--- config.mk ---
export PLATFORM = sky130hd
export DESIGN_NAME = rtc_display_scanner
export DESIGN_NICKNAME = d
export VERILOG_FILES = /design/src/rtl/rtc_display_scanner.sv
export SDC_FILE = /design/constraint.sdc
export NUM_CORES = 1
export LEC_CHECK = 0
export BUFFER_PORTS_ARGS = -buffer_cell sky130_fd_sc_hd__buf_2
export CAP_MARGIN = 20
export CORE_MARGIN = 4
export CORE_UTILIZATION = 58
export DETAILED_ROUTE_END_ITERATION = 10
export PLACE_DENSITY = 0.78
export SLEW_MARGIN = 30
export SYNTH_ARGS = -nofsm -noshare
export SYNTH_HDL_FRONTEND = slang
export SYNTH_SLANG_ARGS = --single-unit
--- constraint.sdc ---
create_clock -name i_clk -period 3.65 [get_ports i_clk]
set_clock_uncertainty 0.15 [all_clocks]
set_input_delay 0.1825 -clock i_clk [delete_from_list [all_inputs] [get_ports i_clk]]
set_output_delay 0.1825 -clock i_clk [all_outputs]
set_load 0.005 [all_outputs]
--- src/rtl/rtc_display_scanner.sv ---
// Time-multiplexed scanner for an 8-digit 7-segment display: one digit lit at a time,
// with a blanking gap between digits and inputs captured once per frame.
module rtc_display_scanner #(
  parameter int unsigned NUM_DIGITS   = 8,
  parameter int unsigned DIGIT_CYCLES = 100000,
  parameter int unsigned BLANK_CYCLES = 1000
) (
  input  logic                    i_clk,
  input  logic                    i_rst,
  input  logic [4*NUM_DIGITS-1:0] i_digits,
  input  logic [NUM_DIGITS-1:0]   i_digit_enable,
  input  logic [NUM_DIGITS-1:0]   i_dp_mask,
  input  logic                    i_lz_suppress,
  output logic [3:0]              o_bcd_digit,
  output logic [NUM_DIGITS-1:0]   o_anode,
  output logic                    o_dp,
  output logic                    o_frame_start
);

  localparam int unsigned MaxCycles = (DIGIT_CYCLES > BLANK_CYCLES) ? DIGIT_CYCLES : BLANK_CYCLES;
  localparam int unsigned CntW      = $clog2(MaxCycles);
  localparam int unsigned IdxW      = (NUM_DIGITS > 1) ? $clog2(NUM_DIGITS) : 1;

  localparam logic [CntW-1:0] BlankLast = CntW'(BLANK_CYCLES - 1);
  localparam logic [CntW-1:0] ShowLast  = CntW'(DIGIT_CYCLES - 1);
  localparam logic [IdxW-1:0] IdxLast   = IdxW'(NUM_DIGITS - 1);

  typedef enum logic [0:0] {StBlank, StShow} state_e;

  state_e                  state_q, state_d;
  logic [CntW-1:0]         cnt_q, cnt_d;
  logic [IdxW-1:0]         idx_q, idx_d;

  logic [4*NUM_DIGITS-1:0] snap_digits_q, snap_digits_d;
  logic [NUM_DIGITS-1:0]   snap_en_q, snap_en_d;
  logic [NUM_DIGITS-1:0]   snap_dp_q, snap_dp_d;
  logic                    snap_lz_q, snap_lz_d;

  logic [NUM_DIGITS-1:0]   anode_q, anode_d;
  logic [3:0]              bcd_q, bcd_d;
  logic                    dp_q, dp_d;
  logic                    fs_q, fs_d;

  // Digit 0 is lit on the same edge that captures the snapshot, so it reads the live inputs.
  logic                    use_live;
  logic [4*NUM_DIGITS-1:0] eff_digits;
  logic [NUM_DIGITS-1:0]   eff_en;
  logic [NUM_DIGITS-1:0]   eff_dp;
  logic                    eff_lz;

  assign use_live   = (idx_q == '0);
  assign eff_digits = use_live ? i_digits       : snap_digits_q;
  assign eff_en     = use_live ? i_digit_enable : snap_en_q;
  assign eff_dp     = use_live ? i_dp_mask      : snap_dp_q;
  assign eff_lz     = use_live ? i_lz_suppress  : snap_lz_q;

  logic [3:0]            digit_arr [NUM_DIGITS];
  logic [NUM_DIGITS-1:0] zero_from;
  logic                  zero_run;

  // zero_from[k]: digit k and every digit above it are zero (enable is ignored here).
  always_comb begin
    zero_run  = 1'b1;
    zero_from = '0;
    for (int k = int'(NUM_DIGITS) - 1; k >= 0; k--) begin
      digit_arr[k] = eff_digits[4*k +: 4];
      zero_run     = zero_run & (eff_digits[4*k +: 4] == 4'h0);
      zero_from[k] = zero_run;
    end
  end

  logic [3:0]            cur_digit;
  logic                  cur_en;
  logic                  cur_dp;
  logic                  cur_sup;
  logic [NUM_DIGITS-1:0] anode_sel;

  assign cur_digit = digit_arr[idx_q];
  assign cur_en    = eff_en[idx_q];
  assign cur_dp    = eff_dp[idx_q];
  assign cur_sup   = eff_lz && (idx_q != '0) && zero_from[idx_q];
  assign anode_sel = ~(NUM_DIGITS'(1) << idx_q);

  always_comb begin
    state_d       = state_q;
    cnt_d         = cnt_q + CntW'(1);
    idx_d         = idx_q;
    snap_digits_d = snap_digits_q;
    snap_en_d     = snap_en_q;
    snap_dp_d     = snap_dp_q;
    snap_lz_d     = snap_lz_q;
    anode_d       = anode_q;
    bcd_d         = bcd_q;
    dp_d          = dp_q;
    fs_d          = 1'b0;

    unique case (state_q)
      StBlank: begin
        if (cnt_q == BlankLast) begin
          state_d = StShow;
          cnt_d   = '0;
          fs_d    = use_live;
          if (use_live) begin
            snap_digits_d = i_digits;
            snap_en_d     = i_digit_enable;
            snap_dp_d     = i_dp_mask;
            snap_lz_d     = i_lz_suppress;
          end
          anode_d = '1;
          bcd_d   = 4'hF;
          dp_d    = 1'b1;
          if (cur_en) begin
            if (cur_sup) begin
              // A suppressed zero still shows its decimal point, if requested.
              if (cur_dp) begin
                anode_d = anode_sel;
                dp_d    = 1'b0;
              end
            end else begin
              anode_d = anode_sel;
              bcd_d   = cur_digit;
              dp_d    = ~cur_dp;
            end
          end
        end
      end
      StShow: begin
        if (cnt_q == ShowLast) begin
          state_d = StBlank;
          cnt_d   = '0;
          idx_d   = (idx_q == IdxLast) ? '0 : idx_q + IdxW'(1);
          anode_d = '1;
          bcd_d   = 4'hF;
          dp_d    = 1'b1;
        end
      end
    endcase
  end

  always_ff @(posedge i_clk or posedge i_rst) begin
    if (i_rst) begin
      state_q       <= StBlank;
      cnt_q         <= '0;
      idx_q         <= '0;
      snap_digits_q <= '0;
      snap_en_q     <= '0;
      snap_dp_q     <= '0;
      snap_lz_q     <= 1'b0;
      anode_q       <= '1;
      bcd_q         <= 4'hF;
      dp_q          <= 1'b1;
      fs_q          <= 1'b0;
    end else begin
      state_q       <= state_d;
      cnt_q         <= cnt_d;
      idx_q         <= idx_d;
      snap_digits_q <= snap_digits_d;
      snap_en_q     <= snap_en_d;
      snap_dp_q     <= snap_dp_d;
      snap_lz_q     <= snap_lz_d;
      anode_q       <= anode_d;
      bcd_q         <= bcd_d;
      dp_q          <= dp_d;
      fs_q          <= fs_d;
    end
  end

  assign o_anode       = anode_q;
  assign o_bcd_digit   = bcd_q;
  assign o_dp          = dp_q;
  assign o_frame_start = fs_q;

endmodule

==> results of run 1 <==
==> final timing paths <==
path,start,end,cells past startpoint
max,idx_q[0],o_anode[2],9
min,i_rst,snap_dp_q[1],3
min reg2reg,cnt_q[0],cnt_q[0],1
min in group i_clk,cnt_q[0],cnt_q[0],1
max reg2reg,idx_q[0],o_anode[2],9
max in group asynchronous,i_rst,o_dp,4
==> timing repair <==
item | 4_1_cts | 5_1_grt
endpoints found under the hold margin | 86 | 0
setup endpoints to repair | 0 | 0
hold buffers | 50 | 0
==> flip-flops by register name, summed over array words and instances (netlist names), 3 cells and up <==
name,cells
cnt_q,17
snap_digits_q,32
snap_dp_q,8
o_anode,8
o_bcd_digit,4
idx_q,3
snap_en_q,8
==> metrics by stage <==
| step | instance area (µm²) | util | hold WS, ns |
|---|---|---|---|
| after detailed placement | 5046 | 0.6463 | 0.1653 |
| after global placement | 5046 | 0.6463 | 0.1591 |
| after floorplan | 4688 | - | 0.1806 |
| final | 5732 | 0.7341 | 0.3160 |
| after global routing | 5732 | 0.7341 | 0.3691 |
| after CTS | 5732 | 0.7341 | 0.3329 |
==> worst min-delay path, delay by kind of cell <==
kind	cells	cell delay, ns
buffers and inverters	3	1.13
==> cell families (layout without fill, tap and decap cells) <==
family | count (synthesis) | in the layout | synth area share
AND/OR/NAND/NOR | 123 | 123 | 0.1372
flip-flops | 84 | 84 | 0.4518
multiplexers | 75 | 75 | 0.2402
AO/OA/AOI/OAI | 57 | 57 | 0.08087
buffers and inverters | 25 | 144 | 0.04323
XOR/XNOR | 15 | 15 | 0.02802
adder cells (fa/ha/maj) | 7 | 7 | 0.01868
==> placed cells by master (no fill, tap or decap), drive strengths merged, types with 4 or more instances in the layout <==
cell,count
nand3,12
buf,73
ha,7
nand2,30
a31oi,6
mux2i,12
and3,4
xnor2,7
nor3,10
dfrtp,71
nand2b,4
nor4,11
dfstp,13
xor2,8
a21oi,18
o21ai,11
mux4,10
a32oi,5
mux2,53
nor2,32
dlygate4sd3,50
clkbuf,12
==> cell type report <==
class / count / area (µm²) / area share
Inverter: 5 / 20.02 / 0.003493
Clock buffer: 12 / 135.1 / 0.02358
Sequential cell: 84 / 2118 / 0.3696
Timing Repair Buffer: 123 / 913.4 / 0.1594
Tap cell: 102 / 127.6 / 0.02227
Multi-Input combinational cell: 277 / 2367 / 0.4130
Clock inverter: 4 / 50.05 / 0.008732
==> power breakdown <==
group	switching (mW)	internal, mW	leakage, nW
Sequential	0	0.930	1.11
Combinational	0.0566	0.0696	1.47
Clock	0.329	0.316	0.0866
Total	0.385	1.32	2.68
==> per-layer routing <==
layer / wire [µm] / vias up / share of wire / track usage
li1: - / 1648 / - / -
met1: 4884 / 1778 / 0.43 / 0.3244
met2: 5739 / 117 / 0.50 / 0.4236
met3: 522 / 27 / 0.046 / 0.04929
met4: 272 / 0 / 0.024 / 0.07668
met5: 0 / - / 0 / 0
==> results.md, run 1 <==
- The largest single stage delay on the critical path is just under 0.4 ns.
- Relative to the synthesized area, the layout overhead comes to 22.26%.
- After detailed routing, the total wire length is 11.42 mm.
- The number of global-route vias before repair is around 3,900.
- The worst setup path is captured at a flop.
- The number of remaining DRC errors is 0.
- The height of the die is 97.91 µm.
- The largest fanout on the critical path is 16.
- Subtracting the final worst setup slack from the clock period gives ~2.8 ns.
- The number of top-level pins is 65.
- The netlist uses just under 60 different library cells.
- The number of nets with antenna violations after routing is 0.
- At the worst endpoint, the required time is 3.77 ns.
- The run finished with clean final reports.
- The largest individual stage delay along the critical path comes from the cell sky130_fd_sc_hd__dfrtp_1.
- Leaving out filler cells and counting taps, the final layout contains between 600 and 700.
- Setup repair after global routing left no endpoint under its margin.
- The most common cell in the netlist is sky130_fd_sc_hd__dfrtp_1.
- The kind of cell with the highest combined delay along the critical path is compound AO/OA/AOI/OAI gates.
- The CTS H-tree depth is 3.
- The warning count from the yosys run is 0.
- The detailed router finished its first iteration with about 190 violations.
- The number of clock buffers inserted by TritonCTS is 9.
- The average vias per placed instance is roughly 6.
- The number of cells upsized or downsized after cts is 0.
- The critical path launch point type is a flop.
- The overall die area is between 0.009 and 0.01 mm².
- After technology mapping, the gate count stands at between 300 and 400.
- The critical path is of the reg2reg type.
- Traced cell by cell, the critical path runs through inv_2, ha_1, buf_4, nand2b_1, a31oi_1, a31o_2, a21boi_1, a211oi_2, a31oi_1.
- After the last flow step, the layout net total stands at ~560.
- The clock tree from TritonCTS is done.
- The average instance in the mapped netlist occupies between 10 and 15 µm².
- 0 antenna diodes ended up in the layout.
- The leakage power figure is roughly 2.7 nW.
- The number of buffer and inverter instances along the worst setup path is 2.
- The clock latency on the worst-skew pair is around 0.35 ns.
- The placeable core area is approximately 0.008 mm².
- The post-CTS setup buffer count is 0.
- The length of the first detailed-routing pass in iterations is 7.
- Port buffering added 64 buffers.
- Across the run, the number of max-cap violations was 0.
- The synthesized cell area is about 0.0047 mm².
- The share of final-layout standard cells stronger than drive strength 1 is 0.3366.
- The total number of vias is 3,570.
- Counting instances in the post-synthesis netlist gives the leading cell types as 71 x sky130_fd_sc_hd__dfrtp_1, 49 x sky130_fd_sc_hd__mux2_4, 31 x sky130_fd_sc_hd__nor2_1.
- The count of pins over their slew limit was 0.
- At the placement stage, the worst setup path has a slack of between 0.9 and 1 ns.
- The sequential area share after synthesis is 0.4518.
- The congestion estimate from routability-driven global placement came to around 0.85.
- The cell count after placement is 541.
- The total global routing overflow is 0.
- The dominant synthesized flop cell is sky130_fd_sc_hd__dfrtp_1.
- The cell chosen for the clock root is sky130_fd_sc_hd__clkbuf_8.
- The highest attainable clock frequency is ~0.36 GHz.
- In this run, synthesis inferred 0 flip-flops with an integrated enable.
- The worst-case IR drop observed on VDD is 0.2150 mV.
- The total half-perimeter wirelength after legalization and detailed placement is between 7 and 8 mm.
- The count of fill cells added during filler insertion is 527.
- The synthesized design contains 84 register bits.
- In the post-route analysis, the smallest setup slack over all paths is 0.8941 ns.
- The maximum number of pins on one net before global-route repair is 44.
- The reg2reg setup slack is 0.89 ns.
- The initialized floorplan defines 32 standard-cell rows.
- Measured along the x axis, the die boundary spans a little under 100 µm.
- The clock edge transition at the registers on the reported setup and hold paths is around 0.08 ns.
- Headroom to the max-slew limit came out at 0.5188.
- The sum of negative setup slack is 0 ns.
- The fraction of the cycle the final worst path needs is 0.7550.
- For the pin with the worst max-slew slack, the measured transition is slightly above 0.7 ns.
- For this run, asynchronously set or reset flops after synthesis account for 1.000.
- The starting density of the core is 0.6005.
- The total power density per cell area is 296.9 mW/mm².
- In the global route stage, overall resource usage came out at 0.2497.
- The initial antenna violation count was 0.
- The final-report hold violation count is 0.
- After synthesis, the cell types taking the most area are sky130_fd_sc_hd__dfrtp_1 38%, sky130_fd_sc_hd__mux2_4 16%, sky130_fd_sc_hd__dfstp_2 7.3%, sky130_fd_sc_hd__mux4_2 4.8%, sky130_fd_sc_hd__mux2i_1 2.6%.
- The first-pass GRT wire length is around 19 mm.
- The number of sinks driven by the clock tree is 84.
- The class of the most critical hold timing path is in2async.
- Among the stages of the critical path, the cell type that occurs most often is sky130_fd_sc_hd__a31oi_1.
- The net count after synthesis is 444.
- For the worst setup path, the data arrival time is about 2.9 ns.
- The detailed-route wire length per cell is between 15 and 20 µm.
- The completed layout was analyzed and its total power is between 1.5 and 2 mW.
- The number of setup violations in the final report is 0.
- The clock passes through at most 2 buffers.
- The share of synthesized area in the top cell type comes to 0.3790.
- sky130_fd_sc_hd__dfrtp_1 takes more of the synthesized area than any other cell.
Note: power is estimated with default switching activity, not from simulation.
==> run 2, diff against run 1 <==
CORE_UTILIZATION = 52   (was 58)
PLACE_DENSITY = 0.74   (was 0.78)
clock period = 2.4 ns   (was 3.65 ns; I/O delays follow)
==> results.md, run 2 (same netlist as run 1, synthesis figures left out) <==
- The number of clock buffers inserted by TritonCTS is 9 (unchanged).
- The final period demand of the worst path is 2.453 ns (was 2.756 ns).
- The placeable core area is 0.008763 mm² (was 0.007807 mm²).
- The most frequent standard cell in the layout excluding fill and tap cells is sky130_fd_sc_hd__dfrtp_1 (unchanged).
- The startpoint-to-endpoint class of the critical path is reg2reg (unchanged).
- The fraction of the cycle the final worst path needs came to 1.022 (was 0.7550).
- The power after layout is 2.742 mW (was 1.702 mW).
- Commonest non-fill, non-tap cells in the layout: 71 x sky130_fd_sc_hd__dfrtp_1, 64 x sky130_fd_sc_hd__buf_2, 50 x sky130_fd_sc_hd__mux2_4, 50 x sky130_fd_sc_hd__dlygate4sd3_1, 31 x sky130_fd_sc_hd__nor2_1 (was 71 x sky130_fd_sc_hd__dfrtp_1, 64 x sky130_fd_sc_hd__buf_2, 50 x sky130_fd_sc_hd__dlygate4sd3_1).
- The checks that failed: setup timing.
- The share of final-layout standard cells stronger than drive strength 1 was 0.4011 (was 0.3366).
- The largest fanout on the critical path is 4 (was 16).
- The highest attainable clock frequency is 0.4077 GHz (was 0.3629 GHz).
- The clock latency on the worst-skew pair is 0.36 ns (was 0.35 ns).
- The class of the most critical hold timing path was in2async (unchanged).
- The total power density per cell area was 445.3 mW/mm² (was 296.9 mW/mm²).
- The reg2reg setup slack came to -0.05 ns (was 0.89 ns).
- Setup repair after global routing missed its margin: true (was false).
- The largest vdd supply drop is 0.2978 mV (was 0.2150 mV).
- The final-stage net count was 584 (was 558).
- The height of the die came to 103.0 µm (was 97.91 µm).
- The average vias per placed instance is 5.980 (was 5.881).
- The destination of the worst register-to-register timing path is o_anode[2] (unchanged).
- Status: finished with violations (was finished, final reports clean).
- The required time of the critical path is 2.54 ns (was 3.77 ns).
- The transition time at the pin with the least slew margin came to 0.5391 ns (was 0.7210 ns).
- The total half-perimeter wirelength after legalization and detailed placement is 8.251 mm (was 7.515 mm).
- The length in cells of the worst reg-to-reg path is 8 (was 9).
- The clock edge transition at the registers on the reported setup and hold paths is 0.08 ns (about the same).
- The total number of vias is 3,821 (was 3,570).
- The length of the first detailed-routing pass in iterations came to 7 (unchanged).
- The count of fill cells added during filler insertion is 599 (was 527).
- The met2 layer usage reported by global route is 0.4006 (was 0.4236).
- The deepest clock path buffer count is 2 (unchanged).
- The start of the worst register-to-register path is idx_q[0] (unchanged).
- The final-report hold violation count is 0 (unchanged).
- The width of the die is 103.0 µm (was 97.91 µm).
- The first-pass GRT wire length was 19.49 mm (was 19.35 mm).
- The detailed-route wire length per cell is 19.17 µm (was 18.81 µm).
- The setup slack of the critical path after layout is -0.05286 ns (was 0.8941 ns).
- The number of remaining DRC errors was 0 (unchanged).
- The largest register by flop count is snap_digits_q (unchanged).
- The number of DRC violations after detailed-routing iteration 0 was 264 (was 187).
- The overall die area is 0.01060 mm² (was 0.009585 mm²).
- Top flop regs: snap_digits_q x32, cnt_q x17 (unchanged).
- The critical path launch point type is a flop (unchanged).
- The arrival time at the worst endpoint came to 2.59 ns (was 2.88 ns).
- The number of nets with antenna violations after routing is 0 (unchanged).
- The count of port buffers added during placement is 64 (unchanged).
- The total global routing overflow is 0 (unchanged).
- The last weighted congestion value of the routability-driven placer is 0.8476 (was 0.8532).
- The total of max-cap violations is 0 (unchanged).
- The leakage power figure is 2.878 nW (was 2.676 nW).
- The cell chosen for the clock root is sky130_fd_sc_hd__clkbuf_8 (unchanged).
- The worst max-slew margin expressed relative to the limit is 0.6373 (was 0.5188).
- The CTS H-tree depth was 3 (unchanged).
- The number of top-level pins is 65 (unchanged).
- The total length of routed wires is 12.25 mm (was 11.42 mm).
- The peak-usage layer in the global routing report is met2 (unchanged).
- The starting density of the core came to 0.5350 (was 0.6005).
- The row count was 34 (was 32).
- The worst-case setup slack after placement was 0.0007274 ns (was 0.9388 ns).
- The count of pins over their slew limit is 0 (unchanged).
- The maximum number of pins on one net before global-route repair was 43 (was 44).
- The routing usage on met1 is 0.3041 (was 0.3244).
- The number of setup violations in the final report was 4 (was 0).
- The layout overhead on the synthesized area was 31.36% (was 22.26%).
- The number of global-route vias before repair is 3,939 (was 3,851).
- The clock tree from TritonCTS is done (unchanged).
- The sort of element at the end of the critical path is a flop (unchanged).
- The number of flip-flops in the largest register is 32 (unchanged).
- The total routing resource utilization after global routing is 0.2374 (was 0.2497).
- The met3 usage in global routing is 0.04330 (was 0.04929).
- The initial antenna violation count was 0 (unchanged).
- The antenna diode instance count is 0 (unchanged).
- The number of sinks driven by the clock tree is 84 (unchanged).
## run 2: cell count changes in the layout (fill, tap and decap cells not counted), moves of 2 or more
cell / delta
sky130_fd_sc_hd__clkbuf_16: +2
sky130_fd_sc_hd__buf_4: +20
sky130_fd_sc_hd__buf_12: +2
sky130_fd_sc_hd__a21oi_2: +3
sky130_fd_sc_hd__a21oi_1: -3
sky130_fd_sc_hd__o21ai_1: +2
sky130_fd_sc_hd__buf_6: +2
sky130_fd_sc_hd__o21ai_0: -2
## run 2: metrics by stage
step | TNS, ns | instance area [µm²] | hold WS [ns] | instances | util
3_3_place_gp | 0 | 5240 | -0.01506 | 564 | 0.5979
3_5_place_dp | 0 | 5240 | -0.01016 | 564 | 0.5979
2_1_floorplan | -1.296 | 4737 | 0.1181 | 386 | -
6_report | -0.1381 | 6158 | 0.1455 | 639 | 0.7027
5_1_grt | -0.5304 | 6158 | 0.1827 | 639 | 0.7027
4_1_cts | -0.01275 | 5971 | 0.1577 | 631 | 0.6813
## run 2: what timing repair did
action                                  4_1_cts  5_1_grt
endpoints found under the hold margin        96        0
gates cloned                                  0        3
pin swaps                                     1        8
hold buffers                                 50        0
endpoints found under the setup margin       23       62
buffers inserted                              1        6
gates resized for setup                       1       18
## run 2: routing by layer
layer  wire length, µm  share of wire  vias up
li1                  -              -     1703
met1              5069           0.41     1911
met2              6191           0.51      168
met3               657          0.054       39
met4               334          0.027        0
met5                 0              0        -
## run 2: worst max-delay path, cell delays in order, from the launching register on
cell and delay [ns]:
sky130_fd_sc_hd__dfrtp_1 0.40, sky130_fd_sc_hd__inv_2 0.09, sky130_fd_sc_hd__ha_4 0.13, sky130_fd_sc_hd__nor2b_4 0.23, sky130_fd_sc_hd__mux2_4 0.32, sky130_fd_sc_hd__mux4_2 0.50, sky130_fd_sc_hd__o2bb2ai_4 0.24, sky130_fd_sc_hd__a211oi_4 0.13
sky130_fd_sc_hd__a31oi_4 0.20
## run 2: worst max-delay path by stage
stage,startpoint,to,slack [ns],cells after the start
final,idx_q[0],o_anode[2],-0.05,8
after global routing,idx_q[0],o_anode[4],-0.09,8
after CTS,idx_q[0],o_anode[2],-0.01,8
after detailed placement,idx_q[0],o_anode[2],0.0007,8
after global placement,idx_q[0],o_anode[1],0.05,8
after floorplan,idx_q[1],o_anode[1],-0.16,11
## run 2: area by class of cell
| type | count | area (µm²) | share of cell area |
|---|---|---|---|
| timing repair buffer | 149 | 1176 | 0.1910 |
| clock inverter | 4 | 72.57 | 0.01178 |
| tap | 108 | 135.1 | 0.02194 |
| inverter | 5 | 25.02 | 0.004063 |
| clock buffer | 12 | 145.1 | 0.02357 |
| multi-input combinational | 277 | 2486 | 0.4037 |
| sequential | 84 | 2118 | 0.3440 |
## run 2: power by group
group | internal [mW] | switching, mW | total, mW
Clock | 0.614 | 0.512 | 1.13
Sequential | 1.41 | 0 | 1.41
Combinational | 0.113 | 0.0884 | 0.201
Total | 2.14 | 0.600 | 2.74
==> run 3, diff against run 2 <==
CORE_UTILIZATION = 58   (was 52)
CTS_CLUSTER_SIZE = 25   (was unset)
PLACE_DENSITY = 0.78   (was 0.74)
clock period = 2.5 ns   (was 2.4 ns; I/O delays follow)
==> results.md, run 3 (same netlist as run 1, synthesis figures left out) <==
- Status: finished, final reports clean (was finished with violations).
- The total number of vias is 3,661 (was 3,821).
- The most frequent standard cell in the layout excluding fill and tap cells was sky130_fd_sc_hd__dfrtp_1 (unchanged).
- The worst-case setup slack after placement was 0.1097 ns (was 0.0007274 ns).
- The largest fanout on the critical path is 4 (unchanged).
- The class of the most critical hold timing path was in2async (unchanged).
- The length of the first detailed-routing pass in iterations is 4 (was 7).
- The worst max-slew margin expressed relative to the limit is 0.4638 (was 0.6373).
- The total routing resource utilization after global routing was 0.2515 (was 0.2374).
- The count of fill cells added during filler insertion is 496 (was 599).
- The number of setup violations in the final report came to 0 (was 4).
- The detailed-route wire length per cell is 18.60 µm (was 19.17 µm).
- The total global routing overflow is 0 (unchanged).
- Cell-by-cell trace of the critical path: inv_4, ha_4, nor2b_4, mux2_4, mux4_2, o2bb2ai_4, a211oi_2, a21oi_1 (was inv_2, ha_4, nor2b_4, mux2_4, mux4_2, o2bb2ai_4, a211oi_4, a31oi_4).
- The clock tree from TritonCTS is done (unchanged).
- The required time of the critical path is 2.64 ns (was 2.54 ns).
- The final-stage net count is 571 (was 584).
- The arrival time at the worst endpoint is 2.52 ns (was 2.59 ns).
- The kind of cell with the highest combined delay on the critical path is multiplexers (unchanged).
- The critical path launch point type was a flop (unchanged).
- Commonest non-fill, non-tap cells in the layout: 71 x sky130_fd_sc_hd__dfrtp_1, 64 x sky130_fd_sc_hd__buf_2, 50 x sky130_fd_sc_hd__mux2_4, 50 x sky130_fd_sc_hd__dlygate4sd3_1, 31 x sky130_fd_sc_hd__nor2_1 (unchanged).
- The worst hold slack was 0.2665 ns (was 0.1455 ns).
- The largest vdd supply drop is 0.2997 mV (was 0.2978 mV).
- The number of flip-flops in the largest register came to 32 (unchanged).
- The cell with the largest stage delay on the worst path is sky130_fd_sc_hd__mux4_2 (unchanged).
- The setup slack of the critical path after layout is 0.1211 ns (was -0.05286 ns).
- The total power density per cell area is 428.5 mW/mm² (was 445.3 mW/mm²).
- The final period demand of the worst path is 2.379 ns (was 2.453 ns).
- The total of max-cap violations came to 0 (unchanged).
- The reg2reg setup slack is 0.12 ns (was -0.05 ns).
- The number of buffer and inverter instances along the worst setup path is 1 (unchanged).
- The height of the die is 97.91 µm (was 103.0 µm).
- The CTS H-tree depth was 3 (unchanged).
- The number of top-level pins is 65 (unchanged).
- The startpoint-to-endpoint class of the critical path was reg2reg (unchanged).
- The layout overhead on the synthesized area is 26.53% (was 31.36%).
- The total number of cells along the worst setup path is 8 (unchanged).
- The row count is 32 (was 34).
- The transition time at the pin with the least slew margin is 0.8043 ns (was 0.5391 ns).
- The number of remaining DRC errors is 0 (unchanged).
- The length in cells of the worst reg-to-reg path came to 8 (unchanged).
- The final-report hold violation count is 0 (unchanged).
- The sort of element at the end of the critical path is a flop (unchanged).
- The placeable core area is 0.007807 mm² (was 0.008763 mm²).
- The total half-perimeter wirelength after legalization and detailed placement is 7.626 mm (was 8.251 mm).
- The highest attainable clock frequency is 0.4204 GHz (was 0.4077 GHz).
- The maximum number of pins on one net before global-route repair came to 49 (was 43).
- The starting density of the core is 0.6005 (was 0.5350).
- The total length of routed wires is 11.53 mm (was 12.25 mm).
- The clock edge transition at the registers on the reported setup and hold paths is 0.09 ns (was 0.08 ns).
- The largest register by flop count is snap_digits_q (unchanged).
- The first-pass GRT wire length came to 19.38 mm (was 19.49 mm).
- The number of clock buffers inserted by TritonCTS is 9 (unchanged).
- The delay of the slowest cell on the worst path is 0.50 ns (about the same).
- The share of final-layout standard cells stronger than drive strength 1 came to 0.3726 (was 0.4011).
- The overall die area is 0.009585 mm² (was 0.01060 mm²).
- The deepest clock path buffer count is 2 (unchanged).
- The number of DRC violations after detailed-routing iteration 0 is 185 (was 264).
- The start of the worst register-to-register path is idx_q[1] (was idx_q[0]).
- The number of global-route vias before repair is 3,900 (was 3,939).
- The last weighted congestion value of the routability-driven placer is 0.9156 (was 0.8476).
- The antenna diode instance count was 0 (unchanged).
- The leakage power figure is 2.777 nW (was 2.878 nW).
- The number of nets with antenna violations after routing is 0 (unchanged).
- The initial antenna violation count came to 0 (unchanged).
- The number of sinks driven by the clock tree came to 84 (unchanged).
- The width of the die is 97.91 µm (was 103.0 µm).
- The count of pins over their slew limit is 0 (unchanged).
- Top flop regs: snap_digits_q x32, cnt_q x17 (unchanged).
- The post-CTS setup buffer count is 0 (was 1).
- The cell chosen for the clock root is sky130_fd_sc_hd__clkbuf_8 (unchanged).
- The count of port buffers added during placement is 64 (unchanged).
- The fraction of the cycle the final worst path needs is 0.9515 (was 1.022).
- The destination of the worst register-to-register timing path is o_anode[5] (was o_anode[2]).
- Setup repair after global routing missed its margin: false (was true).
- The clock latency on the worst-skew pair is 0.36 ns (about the same).
- The average vias per placed instance is 5.905 (was 5.980).
## run 3: cell types whose count changed in the layout (fill, tap and decap cells not counted), moves of 2 or more
cell                       before  now
sky130_fd_sc_hd__clkinv_4       0    2
sky130_fd_sc_hd__a21oi_1       15   18
sky130_fd_sc_hd__buf_6          2    0
sky130_fd_sc_hd__a21oi_2        3    0
sky130_fd_sc_hd__buf_4         27   18
sky130_fd_sc_hd__clkbuf_1       2    0
## run 3: timing repair
action                                 CTS  global route
resized for setup                        0             6
hold buffers                            50             0
setup endpoints to repair                0            36
endpoints found under the hold margin   82             0
## run 3: worst min-delay path, stage by stage
cell and delay (ns):
sky130_fd_sc_hd__dlygate4sd3_1 0.53, sky130_fd_sc_hd__buf_2 0.12, sky130_fd_sc_hd__clkinv_2 0.52
## run 3: power breakdown
group / total [mW] / internal, mW / leakage, nW / switching [mW]
logic: 0.191 / 0.106 / 1.57 / 0.0850
clock network: 0.992 / 0.466 / 0.0958 / 0.526
registers: 1.36 / 1.36 / 1.11 / 0
total: 2.54 / 1.93 / 2.78 / 0.611
## run 3: metrics by stage
| stage | total power [mW] | TNS (ns) | std cells | utilization | area, µm² |
|---|---|---|---|---|---|
| final | 2.542 | 0 | 620 | 0.7598 | 5932 |
| after global routing | 2.624 | 0 | 620 | 0.7598 | 5932 |
| after CTS | 2.546 | 0 | 619 | 0.7532 | 5881 |
| after detailed placement | 1.512 | 0 | 553 | 0.6635 | 5180 |
| after global placement | 1.508 | 0 | 553 | 0.6635 | 5180 |
| after floorplan | 1.438 | -0.3334 | 386 | - | 4733 |
## run 3: routing by layer
layer  up-vias  wire length, µm  GRT usage
met4         0              250    0.09585
met3        27              595    0.04357
met1      1834             4908     0.3242
met5         -                0          0
met2       134             5776     0.4251
li1       1666                -          -
## run 3: how the worst max path moves through the flow
stage / startpoint / to / slack [ns]
6_report: idx_q[1] / o_anode[5] / 0.12
3_3_place_gp: cnt_q[13] / snap_digits_q[26] / 0.17
3_5_place_dp: cnt_q[13] / snap_digits_q[18] / 0.11
2_1_floorplan: idx_q[1] / o_anode[1] / -0.06
5_1_grt: idx_q[0] / o_bcd_digit[2] / 0.003
4_1_cts: idx_q[1] / o_anode[2] / 0.05
## run 3: cell type report
cell class / count / area [µm²] / area share
multi-input cells: 277 / 2422 / 0.4084
flip-flops and latches: 84 / 2118 / 0.3571
repair buffers: 136 / 1041 / 0.1755
well taps: 102 / 127.6 / 0.02151
clock buffers: 9 / 123.9 / 0.02088
clock inverters: 7 / 76.32 / 0.01287
inverters: 5 / 22.52 / 0.003797
